[src/rtl/cpu_types_pkg.sv]
`default_nettype none
// ============================================================================
// Module      : cpu_types_pkg
// Description : Shared CPU datapath types.
// Revision    : 1.0 - initial release
// ============================================================================
package cpu_types_pkg;
  typedef logic [31:0] word_t;
endpackage
`default_nettype wire

[src/rtl/stage_mem_if.sv]
`default_nettype none
// ============================================================================
// Module      : stage_mem_if
// Description : Memory-stage bundle: execute results in, data-cache
//               handshake, forwarding and writeback outputs.
// Revision    : 1.0 - initial release
// ============================================================================
interface stage_mem_if;
  import cpu_types_pkg::*;

  // pipeline control and execute results
  logic       enable;
  logic       flush;
  word_t      aluOut_in;
  word_t      rdat2_in;
  word_t      npc_in;
  logic [4:0] regSel_in;
  logic       memRead_in;
  logic       memWrite_in;
  logic       memtoReg_in;
  logic       regWrite_in;
  logic       jal_in;
  logic       halt_in;

  // data cache
  logic       dhit;
  word_t      dmemload;
  logic       dmemREN;
  logic       dmemWEN;
  word_t      dmemaddr;
  word_t      dmemstore;

  // hazard, forwarding and writeback
  logic       stall_out;
  word_t      for_dat_mem_out;
  word_t      for_dat_wb_out;
  word_t      wdat_out;
  logic [4:0] regSel_out;
  logic       regWrite_out;
  logic       halt_out;

  modport slave (
    input  enable, flush, aluOut_in, rdat2_in, npc_in, regSel_in,
           memRead_in, memWrite_in, memtoReg_in, regWrite_in, jal_in, halt_in,
           dhit, dmemload,
    output dmemREN, dmemWEN, dmemaddr, dmemstore, stall_out,
           for_dat_mem_out, for_dat_wb_out, wdat_out, regSel_out,
           regWrite_out, halt_out
  );

  modport master (
    output enable, flush, aluOut_in, rdat2_in, npc_in, regSel_in,
           memRead_in, memWrite_in, memtoReg_in, regWrite_in, jal_in, halt_in,
           dhit, dmemload,
    input  dmemREN, dmemWEN, dmemaddr, dmemstore, stall_out,
           for_dat_mem_out, for_dat_wb_out, wdat_out, regSel_out,
           regWrite_out, halt_out
  );
endinterface
`default_nettype wire

[src/rtl/stage_mem.sv]
`default_nettype none
// ============================================================================
// Module      : stage_mem
// Description : Pipeline memory stage. Holds the EX/MEM (M) and MEM/WB (W)
//               registers and sequences one data-cache access per M entry.
// Revision    : 1.0 - initial release
// ============================================================================
module stage_mem
  import cpu_types_pkg::*;
(
  input  wire logic    clk,
  input  wire logic    rst,
  stage_mem_if.slave   bus
);

  typedef enum logic [1:0] {
    IDLE = 2'd0,
    REQ  = 2'd1,
    DONE = 2'd2,
    HALT = 2'd3
  } state_t;

  typedef struct packed {
    word_t      alu_out;
    word_t      rdat2;
    word_t      npc;
    logic [4:0] reg_sel;
    logic       mem_read;
    logic       mem_write;
    logic       memto_reg;
    logic       reg_write;
    logic       jal;
    logic       halt;
  } ex_mem_t;

  typedef struct packed {
    word_t      wdat;
    logic [4:0] reg_sel;
    logic       reg_write;
    logic       halt;
  } mem_wb_t;

  state_t  state_q, state_d;
  ex_mem_t m_q, m_d;
  mem_wb_t w_q, w_d;
  word_t   load_q, load_d;

  ex_mem_t w_m_in;
  logic    w_stall;
  logic    w_adv;
  word_t   w_memval;
  word_t   w_wdat;

  assign w_m_in = '{
    alu_out:   bus.aluOut_in,
    rdat2:     bus.rdat2_in,
    npc:       bus.npc_in,
    reg_sel:   bus.regSel_in,
    mem_read:  bus.memRead_in,
    mem_write: bus.memWrite_in,
    memto_reg: bus.memtoReg_in,
    reg_write: bus.regWrite_in,
    jal:       bus.jal_in,
    halt:      bus.halt_in
  };

  // stall only while an access is outstanding and the cache has not answered
  assign w_stall  = (state_q == REQ) & ~bus.dhit;
  assign w_adv    = bus.enable & ~w_stall & (state_q != HALT);
  // once parked in DONE the cache may have moved on, so use the latched word
  assign w_memval = (state_q == DONE) ? load_q : bus.dmemload;
  assign w_wdat   = m_q.jal ? m_q.npc : (m_q.memto_reg ? w_memval : m_q.alu_out);

  // next-state, M/W/load register updates
  always_comb begin
    state_d = state_q;
    m_d     = m_q;
    w_d     = w_q;
    load_d  = load_q;
    if (w_adv) begin
      m_d = bus.flush ? '0 : w_m_in;
      w_d = '{wdat: w_wdat, reg_sel: m_q.reg_sel,
              reg_write: m_q.reg_write, halt: m_q.halt};
      if (m_q.halt)
        state_d = HALT;
      else if ((bus.memRead_in | bus.memWrite_in) & ~bus.flush)
        state_d = REQ;
      else
        state_d = IDLE;
    end else begin
      // a stalled cycle retires nothing: W becomes a bubble so the
      // instruction ahead is not written back a second time
      if (w_stall)
        w_d = '0;
      // answered but not allowed to advance: park in DONE with the data
      if ((state_q == REQ) && bus.dhit) begin
        state_d = DONE;
        if (m_q.mem_read)
          load_d = bus.dmemload;
      end
    end
  end

  // state and pipeline registers
  always_ff @(posedge clk or posedge rst) begin
    if (rst) begin
      state_q <= IDLE;
      m_q     <= '0;
      w_q     <= '0;
      load_q  <= '0;
    end else begin
      state_q <= state_d;
      m_q     <= m_d;
      w_q     <= w_d;
      load_q  <= load_d;
    end
  end

  // requests depend on the (asynchronously cleared) state, so reset drops them at once
  assign bus.dmemREN         = (state_q == REQ) & m_q.mem_read & ~m_q.mem_write;
  assign bus.dmemWEN         = (state_q == REQ) & m_q.mem_write;
  assign bus.dmemaddr        = m_q.alu_out;
  assign bus.dmemstore       = m_q.rdat2;
  assign bus.stall_out       = w_stall;
  assign bus.for_dat_mem_out = m_q.jal ? m_q.npc : m_q.alu_out;
  assign bus.for_dat_wb_out  = w_q.wdat;
  assign bus.wdat_out        = w_q.wdat;
  assign bus.regSel_out      = w_q.reg_sel;
  assign bus.regWrite_out    = w_q.reg_write;
  assign bus.halt_out        = w_q.halt;

endmodule
`default_nettype wire

[src/flat_wrapper.sv]
// flat-port wrapper written by rule: the top's interface ports become plain ports
module stage_mem_flat import cpu_types_pkg::*;
  (clk, rst, bus_enable, bus_flush, bus_aluOut_in, bus_rdat2_in, bus_npc_in, bus_regSel_in, bus_memRead_in, bus_memWrite_in, bus_memtoReg_in, bus_regWrite_in, bus_jal_in, bus_halt_in, bus_dhit, bus_dmemload, bus_dmemREN, bus_dmemWEN, bus_dmemaddr, bus_dmemstore, bus_stall_out, bus_for_dat_mem_out, bus_for_dat_wb_out, bus_wdat_out, bus_regSel_out, bus_regWrite_out, bus_halt_out);
  stage_mem_if bus_i ();
  input  wire logic clk;
  input  wire logic rst;
  input wire logic [$bits(bus_i.enable)-1:0] bus_enable;
  input wire logic [$bits(bus_i.flush)-1:0] bus_flush;
  input wire logic [$bits(bus_i.aluOut_in)-1:0] bus_aluOut_in;
  input wire logic [$bits(bus_i.rdat2_in)-1:0] bus_rdat2_in;
  input wire logic [$bits(bus_i.npc_in)-1:0] bus_npc_in;
  input wire logic [$bits(bus_i.regSel_in)-1:0] bus_regSel_in;
  input wire logic [$bits(bus_i.memRead_in)-1:0] bus_memRead_in;
  input wire logic [$bits(bus_i.memWrite_in)-1:0] bus_memWrite_in;
  input wire logic [$bits(bus_i.memtoReg_in)-1:0] bus_memtoReg_in;
  input wire logic [$bits(bus_i.regWrite_in)-1:0] bus_regWrite_in;
  input wire logic [$bits(bus_i.jal_in)-1:0] bus_jal_in;
  input wire logic [$bits(bus_i.halt_in)-1:0] bus_halt_in;
  input wire logic [$bits(bus_i.dhit)-1:0] bus_dhit;
  input wire logic [$bits(bus_i.dmemload)-1:0] bus_dmemload;
  output wire logic [$bits(bus_i.dmemREN)-1:0] bus_dmemREN;
  output wire logic [$bits(bus_i.dmemWEN)-1:0] bus_dmemWEN;
  output wire logic [$bits(bus_i.dmemaddr)-1:0] bus_dmemaddr;
  output wire logic [$bits(bus_i.dmemstore)-1:0] bus_dmemstore;
  output wire logic [$bits(bus_i.stall_out)-1:0] bus_stall_out;
  output wire logic [$bits(bus_i.for_dat_mem_out)-1:0] bus_for_dat_mem_out;
  output wire logic [$bits(bus_i.for_dat_wb_out)-1:0] bus_for_dat_wb_out;
  output wire logic [$bits(bus_i.wdat_out)-1:0] bus_wdat_out;
  output wire logic [$bits(bus_i.regSel_out)-1:0] bus_regSel_out;
  output wire logic [$bits(bus_i.regWrite_out)-1:0] bus_regWrite_out;
  output wire logic [$bits(bus_i.halt_out)-1:0] bus_halt_out;
  assign bus_i.enable = bus_enable;
  assign bus_i.flush = bus_flush;
  assign bus_i.aluOut_in = bus_aluOut_in;
  assign bus_i.rdat2_in = bus_rdat2_in;
  assign bus_i.npc_in = bus_npc_in;
  assign bus_i.regSel_in = bus_regSel_in;
  assign bus_i.memRead_in = bus_memRead_in;
  assign bus_i.memWrite_in = bus_memWrite_in;
  assign bus_i.memtoReg_in = bus_memtoReg_in;
  assign bus_i.regWrite_in = bus_regWrite_in;
  assign bus_i.jal_in = bus_jal_in;
  assign bus_i.halt_in = bus_halt_in;
  assign bus_i.dhit = bus_dhit;
  assign bus_i.dmemload = bus_dmemload;
  assign bus_dmemREN = bus_i.dmemREN;
  assign bus_dmemWEN = bus_i.dmemWEN;
  assign bus_dmemaddr = bus_i.dmemaddr;
  assign bus_dmemstore = bus_i.dmemstore;
  assign bus_stall_out = bus_i.stall_out;
  assign bus_for_dat_mem_out = bus_i.for_dat_mem_out;
  assign bus_for_dat_wb_out = bus_i.for_dat_wb_out;
  assign bus_wdat_out = bus_i.wdat_out;
  assign bus_regSel_out = bus_i.regSel_out;
  assign bus_regWrite_out = bus_i.regWrite_out;
  assign bus_halt_out = bus_i.halt_out;
  stage_mem u_core (.clk(clk), .rst(rst), .bus(bus_i));
endmodule
[config.mk]
export PLATFORM = sky130hd
export DESIGN_NAME = stage_mem_flat
export DESIGN_NICKNAME = d
export VERILOG_FILES = /design/src/rtl/cpu_types_pkg.sv /design/src/rtl/stage_mem_if.sv /design/src/rtl/stage_mem.sv /design/src/flat_wrapper.sv
export SDC_FILE = /design/constraint.sdc
export NUM_CORES = 1
export LEC_CHECK = 0
export ABC_AREA = 0
export CAP_MARGIN = 25
export CORE_MARGIN = 3
export CORE_UTILIZATION = 47
export DETAILED_ROUTE_END_ITERATION = 8
export GPL_ROUTABILITY_DRIVEN = 0
export GPL_TIMING_DRIVEN = 0
export HOLD_SLACK_MARGIN = 0.06
export PLACE_DENSITY = 0.81
export SYNTH_ARGS = -nofsm -noshare
export SYNTH_HDL_FRONTEND = slang
export SYNTH_SLANG_ARGS = --single-unit
[constraint.sdc]
create_clock -name clk -period 6.57 [get_ports clk]
set_input_delay 0.657 -clock clk [delete_from_list [all_inputs] [get_ports clk]]
set_output_delay 0.657 -clock clk [all_outputs]
set_load 0.01 [all_outputs]
==> flow_metrics.py <==
metrics = {
    "finish": {
        "final_common_cell": "clkdlybuf4s50_1",
        "final_cell_mix": "clkdlybuf4s50_1, dfrtp_1, buf_4",
        "area_delta_synth_final_pct": 40.9,
        "nets": 1330,
        "final_util_pct": 68.2,
        "drive_above_1_share_pct": 24.6,
        "antennaDiodeCount": 0,
    },
    "floorplanning": {
        "dieArea_mm2": 0.0229,
        "io_pins": 314,
        "die-width_um": 151,
        "die_h_um": 151,
        "start_util_pct": 48.4,
        "fp.coreArea_mm2": 0.0205,
        "core.rowCount": 52,
    },
    "worst_setup_path": {
        "critPathCapture": "bus_dmemWEN",
        "startpoint": "u_core.state_q[0]",
        "r2r-start": "u_core.state_q[1]",
        "cp-end-kind": "primary output",
        "crit_buf_inv": 4,
        "cp.arrival_ps": 2630,
        "start_kind": "flop",
        "r2r_setup_slack_ps": 4430,
        "crit_slowest_cell": "clkbuf_1",
        "crit_required_ps": 5910,
        "worst-r2r-cell-count": 4,
        "worstSetupPathType": "flop to primary output",
        "cp_top_family": "buffers and inverters",
        "max_stage_delay_ps": 520,
        "path_max_fanout": 10,
        "cp_common_cell": "clkbuf_1",
        "r2r_end": "u_core.bus.for_dat_wb_out[0]",
        "cp.depth": 5,
        "crit_chain": "inv_2, clkbuf_1, clkbuf_1, nor3b_1, clkdlybuf4s50_1",
    },
    "yosys": {
        "ys_types": 31,
        "syn_area_mm2": 0.00992,
        "postSynthCellCount": 855,
        "ys.warnings.count": 0,
        "ys_ff_latch": 180,
        "yosysSeqAreaShare_pct": 45.4,
        "avgSynthCellArea_um2": 11.6,
        "syn_nets": 999,
    },
    "power_and_ir_drop": {
        "sw_frac_of_total_pct": 34.0,
        "ir_worst_vdd_mv": 0.208,
        "pwr-share-clk_pct": 17.2,
        "seq_power_share_pct": 31.8,
        "comb_power_share_pct": 50.9,
        "leakage_nw": 6.24,
        "total_power_w": 0.00589,
        "internal_power_w": 0.00389,
        "powerDensity_mw_per_mm2": 421,
        "p_switching_w": 0.00200,
    },
    "clock_network": {
        "cts_buffers": 17,
        "hold_buffers": 0,
        "clk_pin_slew_ps": 80,
        "cts_tree": "done",
        "root_buffer": "clkbuf_16",
        "cts.sinks": 180,
        "cts_buffer_depth": 2,
        "h-tree-depth": 4,
        "cts_resized": 0,
        "clock_latency_ps": 430,
        "post-cts-setup-buffers": 0,
    },
    "sta": {
        "rsz0062_at_grt": "false",
        "fmax_mhz": 304,
        "fin_tns_setup_ps": 0,
        "worst_pin_slew_ps": 836,
        "period_needed_ps": 3290,
        "slew_headroom_pct": 44.0,
        "skew_ps": 13.5,
        "min_period_over_period_pct": 50.0,
        "setup_violations": 0,
        "drv_slew": 0,
        "hold_viol": 0,
    },
    "grt": {
        "grt_antenna_before_repair": 0,
        "grtUsageTotal_pct": 25.6,
        "grt_pass1_vias": 8115,
        "grt_first_pass_wirelength_mm": 44.9,
        "grt_overflow": 0,
        "grt_start_max_net_pins": 105,
    },
    "job": {
        "drv_cap": 0,
    },
    "placed_design": {
        "dp_hpwl_mm": 21.5,
        "port_buffers": 311,
    },
    "detailed_routing": {
        "wl_per_cell_um": 19.7,
        "drt_iter0_drc": 371,
        "wl_mm": 28.9,
        "drt_pre_antenna_iters": 4,
        "vias": 7634,
        "drc": 0,
        "final_antenna_net_count": 0,
        "via_per_inst": 5.20,
    },
    "hold_path": {
        "hold_path_class": "flop to flop",
    },
    "outcome": {
        "status": "complete, no violations",
    },
}
==> power by group through the flow <==
stage	combinational (W)	sequential, W	clock (W)
global placement	0.00296	0.00187	0
floorplan	0.00171	0.00183	0
CTS	0.00303	0.00187	0.00103
detailed placement	0.00302	0.00189	0
finish	0.00300	0.00188	0.00101
global route	0.00322	0.00194	0.00108
==> registers in the layout, indices dropped and copies added (netlist names) <==
name / cells
u_core.m_q: 43
u_core.bus.for_dat_wb_out: 32
u_core.bus.regSel_out: 5
u_core.bus.regWrite_out: 1
u_core.load_q: 32
u_core.state_q: 2
u_core.bus.dmemaddr: 32
u_core.bus.dmemstore: 32
u_core.bus.halt_out: 1
==> worst reg2reg max path, delay by kind of cell, from the launching register on <==
family                 cells  cell delay, ps
AND/OR/NAND/NOR            1             140
buffers and inverters      1             490
AO/OA/AOI/OAI              2             900
flip-flops                 1             480
==> Yosys cell counts <==
cell type | count | share of area (%)
nand2_1 | 7 | 0.26
and2_1 | 32 | 2.0
buf_6 | 6 | 0.68
nor3b_2 | 1 | 0.13
o221ai_1 | 64 | 5.7
nor2b_1 | 98 | 6.2
nand2b_1 | 3 | 0.19
a21oi_1 | 2 | 0.10
clkbuf_1 | 41 | 1.6
nand3b_1 | 1 | 0.076
o2111ai_1 | 1 | 0.088
o211ai_1 | 5 | 0.38
mux2i_1 | 37 | 3.7
o21ba_2 | 1 | 0.10
clkinv_1 | 1 | 0.038
or3b_2 | 1 | 0.088
inv_1 | 36 | 1.4
o21a_1 | 1 | 0.076
buf_4 | 100 | 7.6
inv_2 | 1 | 0.038
a2bb2oi_1 | 1 | 0.088
nor3b_1 | 33 | 2.5
mux2_4 | 50 | 7.6
dfrtp_1 | 180 | 45
buf_2 | 15 | 0.76
o21ai_0 | 7 | 0.35
mux2_2 | 86 | 9.8
nor2_1 | 2 | 0.076
a21o_1 | 32 | 2.4
and2b_1 | 9 | 0.68
o22a_1 | 1 | 0.088
==> worst min path at each step <==
stage	start	end	slack, ps	cells after the start
finish	u_core.m_q[34]	u_core.m_q[34]	500	1
floorplan	u_core.m_q[42]	u_core.m_q[42]	470	1
CTS	u_core.m_q[19]	u_core.m_q[19]	510	1
global route	u_core.m_q[29]	u_core.m_q[29]	520	1
detailed placement	u_core.m_q[20]	u_core.m_q[20]	480	1
global placement	u_core.m_q[42]	u_core.m_q[42]	490	1
==> layout make-up <==
cell class	count	area, um^2
plain buffers	162	1050
clock buffers	20	467
clock inverters	12	109
fillers	1626	6510
inverters	38	150
multi-input cells	475	4230
flip-flops and latches	180	4500
well taps	270	338
repair buffers	312	3140
==> kinds of logic (layout without fill, tap and decap cells) <==
logic type             after synthesis  after routing  share of synthesized area, %
AO/OA/AOI/OAI                      115            115                          9.35
buffers and inverters              200            544                          12.0
multiplexers                       173            173                          21.1
flip-flops                         180            180                          45.4
AND/OR/NAND/NOR                    187            187                          12.2
==> through the flow <==
step	instance area (um^2)	std cells	hold slack (ps)	worst slack (ps)
3_3_place_gp	13400	1436	486	-1610
3_5_place_dp	13400	1437	483	3480
6_report	14000	1469	504	3280
2_1_floorplan	9920	855	473	1030
5_1_grt	14000	1469	521	3150
4_1_cts	14000	1469	509	3260
==> routing by layer <==
metal  wire (um)  up-vias  GRT usage [%]
met5           0        -              0
met4         816        0           8.48
met3        2180       52           7.21
met2       14400      313           43.4
met1       11500     3723           31.6
li1            -     3546              -
Power figures use the tool's default switching activity.
